File: src/rtl/la_pkg.sv
// Shared logic-analyzer definitions: default geometry and the pattern player FSM state.
package la_pkg;

   localparam int unsigned LaWidth = 8;
   localparam int unsigned LaDepth = 16;
   localparam int unsigned LaDivW  = 8;

   typedef enum logic {
      StIdle = 1'b0,
      StPlay = 1'b1
   } state_e;

endpackage

File: src/rtl/pattern_player_if.sv
// Host/config and pad-side signal bundle of the pattern player.
interface pattern_player_if
   import la_pkg::*;
#(
   parameter int unsigned WIDTH = LaWidth,
   parameter int unsigned DEPTH = LaDepth,
   parameter int unsigned DIV_W = LaDivW
);
   localparam int unsigned AW = $clog2(DEPTH);

   logic             wr_en;
   logic [AW-1:0]    wr_addr;
   logic [WIDTH-1:0] wr_data;
   logic [AW-1:0]    length;
   logic [DIV_W-1:0] div;
   logic             loop;
   logic             start;
   logic             stop;
   logic [WIDTH-1:0] out_data;
   logic             out_strobe;
   logic             busy;
   logic             done;

   modport master (
      output wr_en, wr_addr, wr_data, length, div, loop, start, stop,
      input  out_data, out_strobe, busy, done
   );

   modport slave (
      input  wr_en, wr_addr, wr_data, length, div, loop, start, stop,
      output out_data, out_strobe, busy, done
   );

endinterface

File: src/rtl/pattern_player_tick_divider.sv
// Loadable down-counter; tick_o flags the last cycle of a sample period (count == 0).
module tick_divider
   import la_pkg::*;
#(
   parameter int unsigned DIV_W = LaDivW
) (
   input  logic             clk,
   input  logic             rst_n,
   input  logic             load_i,
   input  logic [DIV_W-1:0] load_val_i,
   input  logic             en_i,
   output logic             tick_o
);

   logic [DIV_W-1:0] cnt_q, cnt_d;

   always_comb begin
      cnt_d = cnt_q;
      if (load_i) begin
         cnt_d = load_val_i;
      end else if (en_i && (cnt_q != '0)) begin
         cnt_d = cnt_q - 1'b1;
      end
   end

   always_ff @(posedge clk or negedge rst_n) begin
      if (!rst_n) begin
         cnt_q <= '0;
      end else begin
         cnt_q <= cnt_d;
      end
   end

   assign tick_o = (cnt_q == '0);

endmodule

File: src/rtl/pattern_player.sv
// Replays a host-loaded pattern onto output pins, one word per (div+1) cycles, one-shot or looping.
// Define PLAYER_IDLE_ZERO_EN to drive out_data to 0 when playback ends or is stopped.
module pattern_player
   import la_pkg::*;
#(
   parameter int unsigned WIDTH = LaWidth,
   parameter int unsigned DEPTH = LaDepth,
   parameter int unsigned DIV_W = LaDivW
) (
   input logic            clk,
   input logic            rst_n,
   pattern_player_if.slave bus
);

   localparam int unsigned AW = $clog2(DEPTH);

   state_e           state_q;
   logic [AW-1:0]    idx_q;
   logic [AW-1:0]    len_q;
   logic [DIV_W-1:0] div_q;
   logic             loop_q;
   logic [WIDTH-1:0] out_q;
   logic             strobe_q;
   logic             busy_q;
   logic             done_q;
   logic [WIDTH-1:0] mem_q [DEPTH];

   logic          start_ok;
   logic          tick;
   logic          cnt_load;
   logic [AW-1:0] idx_nxt;

   assign start_ok = (state_q == StIdle) && bus.start && !bus.stop;
   assign idx_nxt  = idx_q + 1'b1;
   // Reloading on the final tick too is harmless: the counter is ignored in IDLE.
   assign cnt_load = start_ok || ((state_q == StPlay) && !bus.stop && tick);

   tick_divider #(
      .DIV_W(DIV_W)
   ) u_tick_divider (
      .clk       (clk),
      .rst_n     (rst_n),
      .load_i    (cnt_load),
      .load_val_i(start_ok ? bus.div : div_q),
      .en_i      (state_q == StPlay),
      .tick_o    (tick)
   );

   always_ff @(posedge clk) begin
      if (bus.wr_en && !busy_q) begin
         mem_q[bus.wr_addr] <= bus.wr_data;
      end
   end

   always_ff @(posedge clk or negedge rst_n) begin
      if (!rst_n) begin
         state_q  <= StIdle;
         idx_q    <= '0;
         len_q    <= '0;
         div_q    <= '0;
         loop_q   <= 1'b0;
         out_q    <= '0;
         strobe_q <= 1'b0;
         busy_q   <= 1'b0;
         done_q   <= 1'b0;
      end else begin
         strobe_q <= 1'b0;
         done_q   <= 1'b0;
         case (state_q)
            StIdle: begin
               if (start_ok) begin
                  state_q  <= StPlay;
                  idx_q    <= '0;
                  len_q    <= bus.length;
                  div_q    <= bus.div;
                  loop_q   <= bus.loop;
                  out_q    <= mem_q[0];
                  strobe_q <= 1'b1;
                  busy_q   <= 1'b1;
               end
            end
            StPlay: begin
               if (bus.stop) begin
                  state_q <= StIdle;
                  busy_q  <= 1'b0;
`ifdef PLAYER_IDLE_ZERO_EN
                  out_q   <= '0;
`endif
               end else if (tick) begin
                  if (idx_q != len_q) begin
                     idx_q    <= idx_nxt;
                     out_q    <= mem_q[idx_nxt];
                     strobe_q <= 1'b1;
                  end else if (loop_q) begin
                     idx_q    <= '0;
                     out_q    <= mem_q[0];
                     strobe_q <= 1'b1;
                  end else begin
                     state_q <= StIdle;
                     busy_q  <= 1'b0;
                     done_q  <= 1'b1;
`ifdef PLAYER_IDLE_ZERO_EN
                     out_q   <= '0;
`endif
                  end
               end
            end
            default: state_q <= StIdle;
         endcase
      end
   end

   assign bus.out_data   = out_q;
   assign bus.out_strobe = strobe_q;
   assign bus.busy       = busy_q;
   assign bus.done       = done_q;

endmodule

File: src/flat_wrapper.sv
// flat-port wrapper written by rule: the top's interface ports become plain ports
module pattern_player_flat import la_pkg::*;
#(
   parameter int unsigned WIDTH = LaWidth,
   parameter int unsigned DEPTH = LaDepth,
   parameter int unsigned DIV_W = LaDivW
)
  (clk, rst_n, bus_wr_en, bus_wr_addr, bus_wr_data, bus_length, bus_div, bus_loop, bus_start, bus_stop, bus_out_data, bus_out_strobe, bus_busy, bus_done);
  pattern_player_if #(.WIDTH(WIDTH), .DEPTH(DEPTH), .DIV_W(DIV_W)) bus_i ();
  input logic clk;
  input logic rst_n;
  input wire logic [$bits(bus_i.wr_en)-1:0] bus_wr_en;
  input wire logic [$bits(bus_i.wr_addr)-1:0] bus_wr_addr;
  input wire logic [$bits(bus_i.wr_data)-1:0] bus_wr_data;
  input wire logic [$bits(bus_i.length)-1:0] bus_length;
  input wire logic [$bits(bus_i.div)-1:0] bus_div;
  input wire logic [$bits(bus_i.loop)-1:0] bus_loop;
  input wire logic [$bits(bus_i.start)-1:0] bus_start;
  input wire logic [$bits(bus_i.stop)-1:0] bus_stop;
  output wire logic [$bits(bus_i.out_data)-1:0] bus_out_data;
  output wire logic [$bits(bus_i.out_strobe)-1:0] bus_out_strobe;
  output wire logic [$bits(bus_i.busy)-1:0] bus_busy;
  output wire logic [$bits(bus_i.done)-1:0] bus_done;
  assign bus_i.wr_en = bus_wr_en;
  assign bus_i.wr_addr = bus_wr_addr;
  assign bus_i.wr_data = bus_wr_data;
  assign bus_i.length = bus_length;
  assign bus_i.div = bus_div;
  assign bus_i.loop = bus_loop;
  assign bus_i.start = bus_start;
  assign bus_i.stop = bus_stop;
  assign bus_out_data = bus_i.out_data;
  assign bus_out_strobe = bus_i.out_strobe;
  assign bus_busy = bus_i.busy;
  assign bus_done = bus_i.done;
  pattern_player #(.WIDTH(WIDTH), .DEPTH(DEPTH), .DIV_W(DIV_W)) u_core (.clk(clk), .rst_n(rst_n), .bus(bus_i));
endmodule
File: config.mk
export PLATFORM = sky130hd
export DESIGN_NAME = pattern_player_flat
export DESIGN_NICKNAME = d
export VERILOG_FILES = /design/src/rtl/la_pkg.sv /design/src/rtl/pattern_player_if.sv /design/src/rtl/pattern_player_tick_divider.sv /design/src/rtl/pattern_player.sv /design/src/flat_wrapper.sv
export SDC_FILE = /design/constraint.sdc
export NUM_CORES = 1
export LEC_CHECK = 0
export ABC_CLOCK_PERIOD_IN_PS = 2950
export BUFFER_PORTS_ARGS = -buffer_cell sky130_fd_sc_hd__clkbuf_2
export CORE_UTILIZATION = 60
export DETAILED_ROUTE_END_ITERATION = 7
export GPL_TIMING_DRIVEN = 0
export PLACE_DENSITY = 0.85
export SLEW_MARGIN = 15
export SYNTH_ARGS = -nofsm -noshare
export SYNTH_HDL_FRONTEND = slang
export SYNTH_HIERARCHICAL = 1
export SYNTH_SLANG_ARGS = --single-unit
File: constraint.sdc
create_clock -name clk -period 2.95 [get_ports clk]
set_input_delay 0 -clock clk [delete_from_list [all_inputs] [get_ports clk]]
set_output_delay 0 -clock clk [all_outputs]
set_load 0.01 [all_outputs]
After elaboration in Yosys (flattened, before gate mapping):

Memories as Yosys holds them, arrays and structs flattened.
Index checks and enable logic that the tools add are counted.
W data, S select, Z words.

* register bits after elaboration: 37
* bits in latches: 0
* RAM bits: 128
* ROM bits: 0
* logic and storage cells: 74
* memories kept: 1

Memories
* u_core.mem_q: depth 16, bits a word 8, rd ports 2, clocked after Yosys merged registers in 0, wr ports 1, line pattern_player.sv:26 `logic [WIDTH-1:0] mem_q [DEPTH];`

* add/subtract/negate cells: 2
* multiply operators: 0
* divide/modulo/power cells: 0
* magnitude comparators: 0
* equality and inequality tests: 8
* shift-type cells: 0
* muxes and demuxes: 37
* bitwise gates (word level): 1
* reductions and logical operators: 15

Operator list (number)
* $mux W8: 8
* $mux W4: 5
* $mux W1: 19
* $pmux W8 S2: 1
* $ne A3 B3 Y1 const B: 4
* $logic_not A8 Y1: 1
* $pmux W4 S2: 1
* $reduce_and A4 Y1: 2
* $reduce_bool A8 Y1: 1
* $sub A8 B1 Y8 const B: 1
* $logic_and A1 B1 Y1: 6
* $pmux W1 S2: 3
* $add A4 B1 Y4 const B: 1
* $ne A2 B2 Y1 const B: 2
* $ne A4 B4 Y1: 1
* $logic_not A1 Y1: 2
* $ne A2 B1 Y1 const B: 1
* $reduce_and A2 Y1: 1
* $reduce_bool A2 Y1: 1
* $logic_or A1 B1 Y1: 1
* $not A1 Y1: 1

Longest topological paths before layout:

Gate-level depths: netlist of the first run.
An unclocked memory read counts as a cell.

* depth after elaboration: 6
* mapped depth: 11
* mapped depth without buffers: 9

By module:

Netlist of the first run, hierarchy kept.

By module, submodules not included
* pattern_player: times used 1, cells an instance 332, area an instance 6480.0 um^2, sequential area each 4569.4 um^2
* tick_divider: times used 1, cells an instance 68, area an instance 575.6 um^2, sequential area each 200.2 um^2

Least setup slack after synthesis of the first run:

No wires, ideal clock.

* path kind: register to register
* start point: reg u_core.u_tick_divider.cnt_q[0]
* end point: reg u_core.out_q[1] (netlist: u_core/bus.out_data[1])
* setup time: 124 ps
* arrival time: 2533 ps
* data required time: 2826 ps
* setup slack: 293 ps
* stages on the path, launching flop included: 12
* buffers on the path: 2
* period minus slack after synthesis: 2657 ps
* path through: dfrtp_1 inv_1 ha_1 or3b_2 clkbuf_1 nor2_1 mux2i_1 nor2_1 a21boi_4 buf_6 mux2i_1 o21ai_1

* longest elaborated chain between the ends: 3

Ends and longest elaborated chain
* from (decl): line pattern_player_tick_divider.sv:15 `logic [DIV_W-1:0] cnt_q, cnt_d;`
* from (signal assigned): line pattern_player_tick_divider.sv:30 `cnt_q <= cnt_d;`
* $logic_not A8 Y1: line pattern_player_tick_divider.sv:34 `assign tick_o = (cnt_q == '0);`
* named net u_core.tick: line pattern_player.sv:29 `logic tick;`
* $ne A2 B2 Y1 (no source line)
* $reduce_and A4 Y1 (no source line)
* to (signal assigned): line pattern_player.sv:77 `out_q <= mem_q[0];`
* to (signal assigned): line pattern_player.sv:92 `out_q <= mem_q[idx_nxt];`
* to (signal assigned): line pattern_player.sv:96 `out_q <= mem_q[0];`
* to (decl): line pattern_player.sv:22 `logic [WIDTH-1:0] out_q;`

The timed path passes the listed nets, and every way through them passes these cells.
A chain may end at the register's enable or synchronous reset.

Worst setup path in the final report of the first run:

* start point: reg u_core.u_tick_divider.cnt_q[0]
* end point: reg u_core.out_q[0] (netlist: u_core/bus.out_data[0])

The elaborated chain is that of the path after synthesis.

==> out/results.tsv, run 1 <==
metric	value	unit
outcome	completed	
grt_pass1_vias	4287	
clockBufferDepth	2	
io_pins	41	
worstSkewPairLatency	420	ps
rows	39	
hold_viol_final	0	
start_util	61.8	%
die_x	110	um
drcViolationCount	0	
syn-num-nets	433	
ys_types	55	
htree_num_levels	4	
yosysWarnings	6	
rsz0062_at_grt	false	
finalClockSkew	11.1	ps
yosysSeqAreaShare	67.6	%
grt_max_degree	38	
clock_sinks	165	
synth_edf_count	128	
drt_iter0_drc	296	
routabilityCongestion	0.834	
fp.dieH	110	um
required	3240	ps
yosysTopAreaCellShare	54.5	%
io_buffers	40	
antenna_cells	0	
syn-cell-area	0.00706	mm^2
overflow	0	
hp-class	primary input to flip-flop	
wl	14.8	mm
grt_pass1_wl	23.3	mm
nets	516	
p_per_area	768	mW/mm^2
path_class	flip-flop to flip-flop	
drive_above_1_share	34.1	%
vdd_drop_max	606	uV
cts_tree	yes	
power_leakage	3.01	nW
avgSynthCellArea	17.6	um^2
dpl.hpwl	9.17	mm
clkSlewWorstSetupHoldPaths	60	ps
crit_path_max_fanout	8	
synth_area_leader_cell	edfxtp_1	
firstDrtPassIters	4	
arrival	3050	ps
synth-seq-cells	165	
synth_cells	400	
crit_path_end_kind	flip-flop	
routedWlPerCell	23.1	um
relSlewSlack	31.7	%
syn2layout_area_growth	17.1	%
worst_slew_pin_slew	1020	ps
pre_cts_ws	-388	ps
post-route-util	72.4	%
total_power	6.35	mW
cap_violations	0	
via_per_inst	6.16	
fin_ws	188	ps
antenna_found_initial	0	
min_period_over_period	93.6	%
fmax	362	MHz
cts-buffers-inserted	17	
grtUsageTotal	26.2	%
fillers	696	
slew_violations	0	
ant_nets	0	
setup_viol	0	
dieArea	0.0122	mm^2
async_reset_ff_share	22.4	%
core	0.0114	mm^2
dr_total_vias	3938	
fin_crit	2760	ps
startpoint_type	flip-flop	
root_buffer	clkbuf_16	
yosys-top-cells-area	edfxtp_1, dfrtp_1, mux4_2	
ys.flop_type	edfxtp_1	
==> per-stage QoR <==
step                      hold WS, ps  instance area [um^2]  instances  setup TNS (ps)
after floorplan                  -296                  7060        400               0
after global placement            193                  7430        583           -3520
after detailed placement          203                  7450        583           -4880
after CTS                        7.21                  8250        638               0
after global routing             51.8                  8260        639               0
final                            35.1                  8260        639               0
==> placed cells by master (no fill, tap or decap), types with 3 or more instances in the layout <==
cell | netlist | routed
dfrtp_1 | 37 | 37
mux4_2 | 32 | 32
mux2_2 | 29 | 29
clkbuf_16 | 0 | 17
buf_2 | 7 | 7
buf_4 | 4 | 8
o21ai_1 | 7 | 7
o41ai_1 | 3 | 3
or4_1 | 3 | 3
and2_1 | 7 | 7
ha_1 | 3 | 3
clkbuf_2 | 2 | 43
clkbuf_1 | 3 | 3
dlygate4sd3_1 | 0 | 21
clkinv_2 | 0 | 4
nor3b_1 | 3 | 3
mux2i_1 | 25 | 25
inv_1 | 6 | 6
edfxtp_1 | 128 | 128
nand2_1 | 8 | 8
nor3_2 | 0 | 4
nor2_1 | 24 | 22
xor2_1 | 3 | 3
inv_6 | 0 | 3
nand2b_1 | 4 | 4
nor2b_1 | 7 | 7
nand3_1 | 3 | 3
a21oi_1 | 7 | 7
==> layout make-up <==
cell class	instances	area (um^2)	share of cell area [%]
flip-flops and latches	165	4770	57.7
repair buffers	65	440	5.33
clock inverters	13	124	1.50
plain buffers	18	119	1.44
well taps	143	179	2.17
clock buffers	19	433	5.24
multi-input cells	210	2180	26.3
inverters	6	22.5	0.273
==> timing repair <==
item / 4_1_cts / 5_1_grt
endpoints found under the setup margin: 21 / 18
buffers inserted: 2 / 2
hold buffers: 21 / 0
hold endpoints to repair: 145 / 0
resized for setup: 3 / 3
pin swaps: 0 / 1
==> synth_stat cells, types with 4 or more instances <==
master    instances
nor2b_1           7
nor3_1            5
and2_1            7
mux2i_1          25
nor2_1           24
edfxtp_1        128
buf_2             7
nand2b_1          4
mux2_2           29
a21oi_1           7
o21ai_1           7
nand2_1           8
dfrtp_1          37
inv_1             6
mux4_2           32
buf_4             4
==> per-layer routing <==
metal	share of wire, %	GRT usage [%]
met1	39	32.2
met2	53	44.3
met3	5.7	6.86
met4	2.2	10.8
met5	0	0
==> cells by family (layout without fill, tap and decap cells) <==
| family | Yosys count | in the layout | share of synthesized area, % |
|---|---|---|---|
| flops | 165 | 165 | 67.6 |
| mux | 86 | 86 | 18.4 |
| simple gates | 82 | 82 | 6.86 |
| compound gates | 33 | 33 | 3.19 |
| buf+inv | 25 | 121 | 2.04 |
| xor+xnor | 6 | 6 | 1.38 |
| fa+ha+maj | 3 | 3 | 0.532 |
==> registers in the layout, summed over array words and instances (netlist names) <==
signal,count
u_core/idx_q,4
u_core/bus.busy,1
u_core/len_q,4
u_core/mem_q,128
u_core/div_q,8
u_core/loop_q,1
u_core/bus.out_strobe,1
u_core/u_tick_divider/cnt_q,8
u_core/bus.done,1
u_core/bus.out_data,8
u_core/state_q,1
==> where the power goes <==
group	internal [mW]	switching, mW	total, mW
Clock	1.18	0.914	2.09
Combinational	0.698	0.738	1.44
Sequential	2.68	0.141	2.82
Total	4.56	1.79	6.35
==> path summary, 6_finish.rpt <==
check | slack (ps) | cells past startpoint | end | from
worst max-delay path | 190 | 10 | u_core/bus.out_data[0] | u_core/u_tick_divider/cnt_q[0]
worst min-delay path | 40 | 1 | u_core/mem_q[2][1] | bus_wr_data[1]
worst max register to register | 190 | 10 | u_core/bus.out_data[0] | u_core/u_tick_divider/cnt_q[0]
worst min register to register | 510 | 1 | u_core/div_q[1] | u_core/div_q[1]
max in group asynchronous | 2030 | 2 | u_core/state_q | rst_n
min in group asynchronous | 290 | 2 | u_core/u_tick_divider/cnt_q[1] | rst_n
==> critical path, stage by stage (launching register included) <==
cell      delay [ps]
dfrtp_1          420
inv_1            120
ha_1             170
or3b_2           570
nor2_4           170
mux2i_1          140
nor2_4           230
a21boi_4         250
buf_4            160
mux2i_1          270
o21ai_1          130
(Power assumes the default switching activity.)
==> run 2: changes to the inputs <==
Settings changed: MAX_ROUTING_LAYER set to met4.
==> out/results.tsv, run 2 (same netlist as run 1, synthesis figures left out) <==
metric	value	unit	change
nets	511		was 516
timing.hold.ws	11.3	ps	was 35.1 ps
final_common_cell	edfxtp_1		unchanged
crit_path_max_fanout	10		was 8
antenna_found_initial	0		unchanged
met1_length	5.81	mm	about the same
dpl.hpwl	9.20	mm	was 9.17 mm
largest_reg_flops	128		unchanged
fillers	684		was 696
worstSkewPairLatency	430	ps	was 420 ps
syn2layout_area_growth	16.7	%	was 17.1%
placed_cells	583		unchanged
hold_path_depth	1		unchanged
crit_buf_inv	2		unchanged
tns	0	ps	unchanged
io_buffers	40		unchanged
slew_violations	0		unchanged
dr_total_vias	3952		was 3938
grt_pass1_vias	4172		was 4287
crit_chain	inv_1 -> ha_1 -> or3b_2 -> nor2_4 -> mux2i_1 -> nor2_4 -> a21boi_4 -> buf_6 -> mux2i_1 -> o21ai_1		was inv_1 -> ha_1 -> or3b_2 -> nor2_4 -> mux2i_1 -> nor2_4 -> a21boi_4 -> buf_4 -> mux2i_1 -> o21ai_1
cpMaxStageDelayCell	or3b_2		unchanged
path_class	flip-flop to flip-flop		unchanged
start_util	61.8	%	unchanged
required	3250	ps	was 3240 ps
cts-buffers-inserted	17		unchanged
layout_common_cells	edfxtp_1, clkbuf_2, dfrtp_1		unchanged
cts_tree	yes		unchanged
startpoint_type	flip-flop		unchanged
regArea	0.00477	mm^2	unchanged
met3RoutedLength	802	um	was 846 um
arrival	3070	ps	was 3050 ps
fin_crit	2770	ps	was 2760 ps
p_per_area	777	mW/mm^2	was 768 mW/mm^2
regToRegSetupSlack	180	ps	was 190 ps
vdd_drop_max	638	uV	was 606 uV
timing.rr.end	u_core/bus.out_data[3]		was u_core/bus.out_data[0]
grt_max_degree	38		unchanged
highest_layer	met4		unchanged
min-delay-start	bus_wr_data[1]		unchanged
fp.dieH	110	um	unchanged
finalClockSkew	16.4	ps	was 11.1 ps
post-route-util	72.1	%	was 72.4%
holdPathEnd	u_core/mem_q[8][1]		was u_core/mem_q[2][1]
routedWlPerCell	23.2	um	was 23.1 um
root_buffer	clkbuf_16		unchanged
power_leakage	2.99	nW	was 3.01 nW
hp-class	primary input to flip-flop		unchanged
ant_nets	0		unchanged
drcViolationCount	0		unchanged
crit_family	simple AND/OR/NAND/NOR gates		unchanged
setup_viol	0		unchanged
fmax	362	MHz	about the same
grtUsageTotal	26.8	%	was 26.2%
core	0.0114	mm^2	unchanged
routabilityCongestion	0.841		was 0.834
antenna_cells	0		unchanged
clkSlewWorstSetupHoldPaths	70	ps	was 60 ps
relSlewSlack	31.0	%	was 31.7%
hold_viol_final	0		unchanged
drive_above_1_share	34.4	%	was 34.1%
min_period_over_period	93.7	%	was 93.6%
r2r-start	u_core/u_tick_divider/cnt_q[0]		unchanged
max_stage_delay	560	ps	was 570 ps
crit_path_end_kind	flip-flop		unchanged
cap_violations	0		unchanged
firstDrtPassIters	5		was 4
htree_num_levels	4		unchanged
clockBufferDepth	2		unchanged
via_per_inst	6.23		was 6.16
regMostFlops	u_core/mem_q		unchanged
die_x	110	um	unchanged
dieArea	0.0122	mm^2	unchanged
rsz0062_at_grt	false		unchanged
overflow	0		unchanged
worst_slew_pin_slew	1040	ps	was 1020 ps
routed-wl-met2	7.72	mm	was 7.80 mm
grt_pass1_wl	22.9	mm	was 23.3 mm
drt_iter0_drc	298		was 296
io_pins	41		unchanged
wl	14.7	mm	was 14.8 mm
r2r_cells	10		unchanged
rows	39		unchanged
instances_no_fill	634		was 639
outcome	completed		unchanged
multi_input_area	0.00218	mm^2	unchanged
clock_sinks	165		unchanged
run 2: changes by cell type in the layout (fill, tap and decap cells not counted), sizes merged:
cell | before | now
dlygate4sd3 | 21 | 16
run 2: worst max-delay path by stage:
stage,startpoint,to,slack [ps],cells after the start
after floorplan,u_core/u_tick_divider/cnt_q[0],u_core/bus.out_data[1],290,11
after global placement,u_core/u_tick_divider/cnt_q[0],u_core/bus.out_data[2],-340,11
after detailed placement,u_core/u_tick_divider/cnt_q[0],u_core/bus.out_data[4],-490,11
after CTS,u_core/u_tick_divider/cnt_q[0],u_core/bus.out_data[4],30,11
after global routing,u_core/u_tick_divider/cnt_q[0],u_core/bus.out_data[3],50,10
final,u_core/u_tick_divider/cnt_q[0],u_core/bus.out_data[3],180,10
run 2: timing repair:
action	in CTS	in global routing
gates resized for setup	4	1
hold endpoints to repair	62	0
hold buffers	16	0
pin swaps	0	1
endpoints found under the setup margin	21	15
buffers inserted	1	3
run 2: stage by stage:
step                      power (mW)  area, um^2  worst slack (ps)
final                           6.40        8230               185
after global routing            6.65        8230              53.7
after CTS                       6.42        8210              26.9
after detailed placement        4.26        7450              -485
after global placement          4.19        7430              -339
after floorplan                 3.84        7060               293
run 2: cell type report:
cell class / instances / area share (%)
Buffer: 18 / 1.44
Clock buffer: 19 / 5.26
Clock inverter: 13 / 1.73
Inverter: 6 / 0.274
Multi-Input combinational cell: 210 / 26.4
Sequential cell: 165 / 57.9
Tap cell: 143 / 2.17
Timing Repair Buffer: 60 / 4.74
run 2: metal layers:
layer,vias up,track usage (%)
li1,1738,-
met1,2024,32.4
met2,156,43.8
met3,34,5.82
met4,0,11.8
met5,-,-
run 2: where the power goes:
| group | internal, mW | switching (mW) | total (mW) |
|---|---|---|---|
| logic | 0.695 | 0.737 | 1.43 |
| registers | 2.68 | 0.140 | 2.82 |
| clock network | 1.19 | 0.954 | 2.14 |
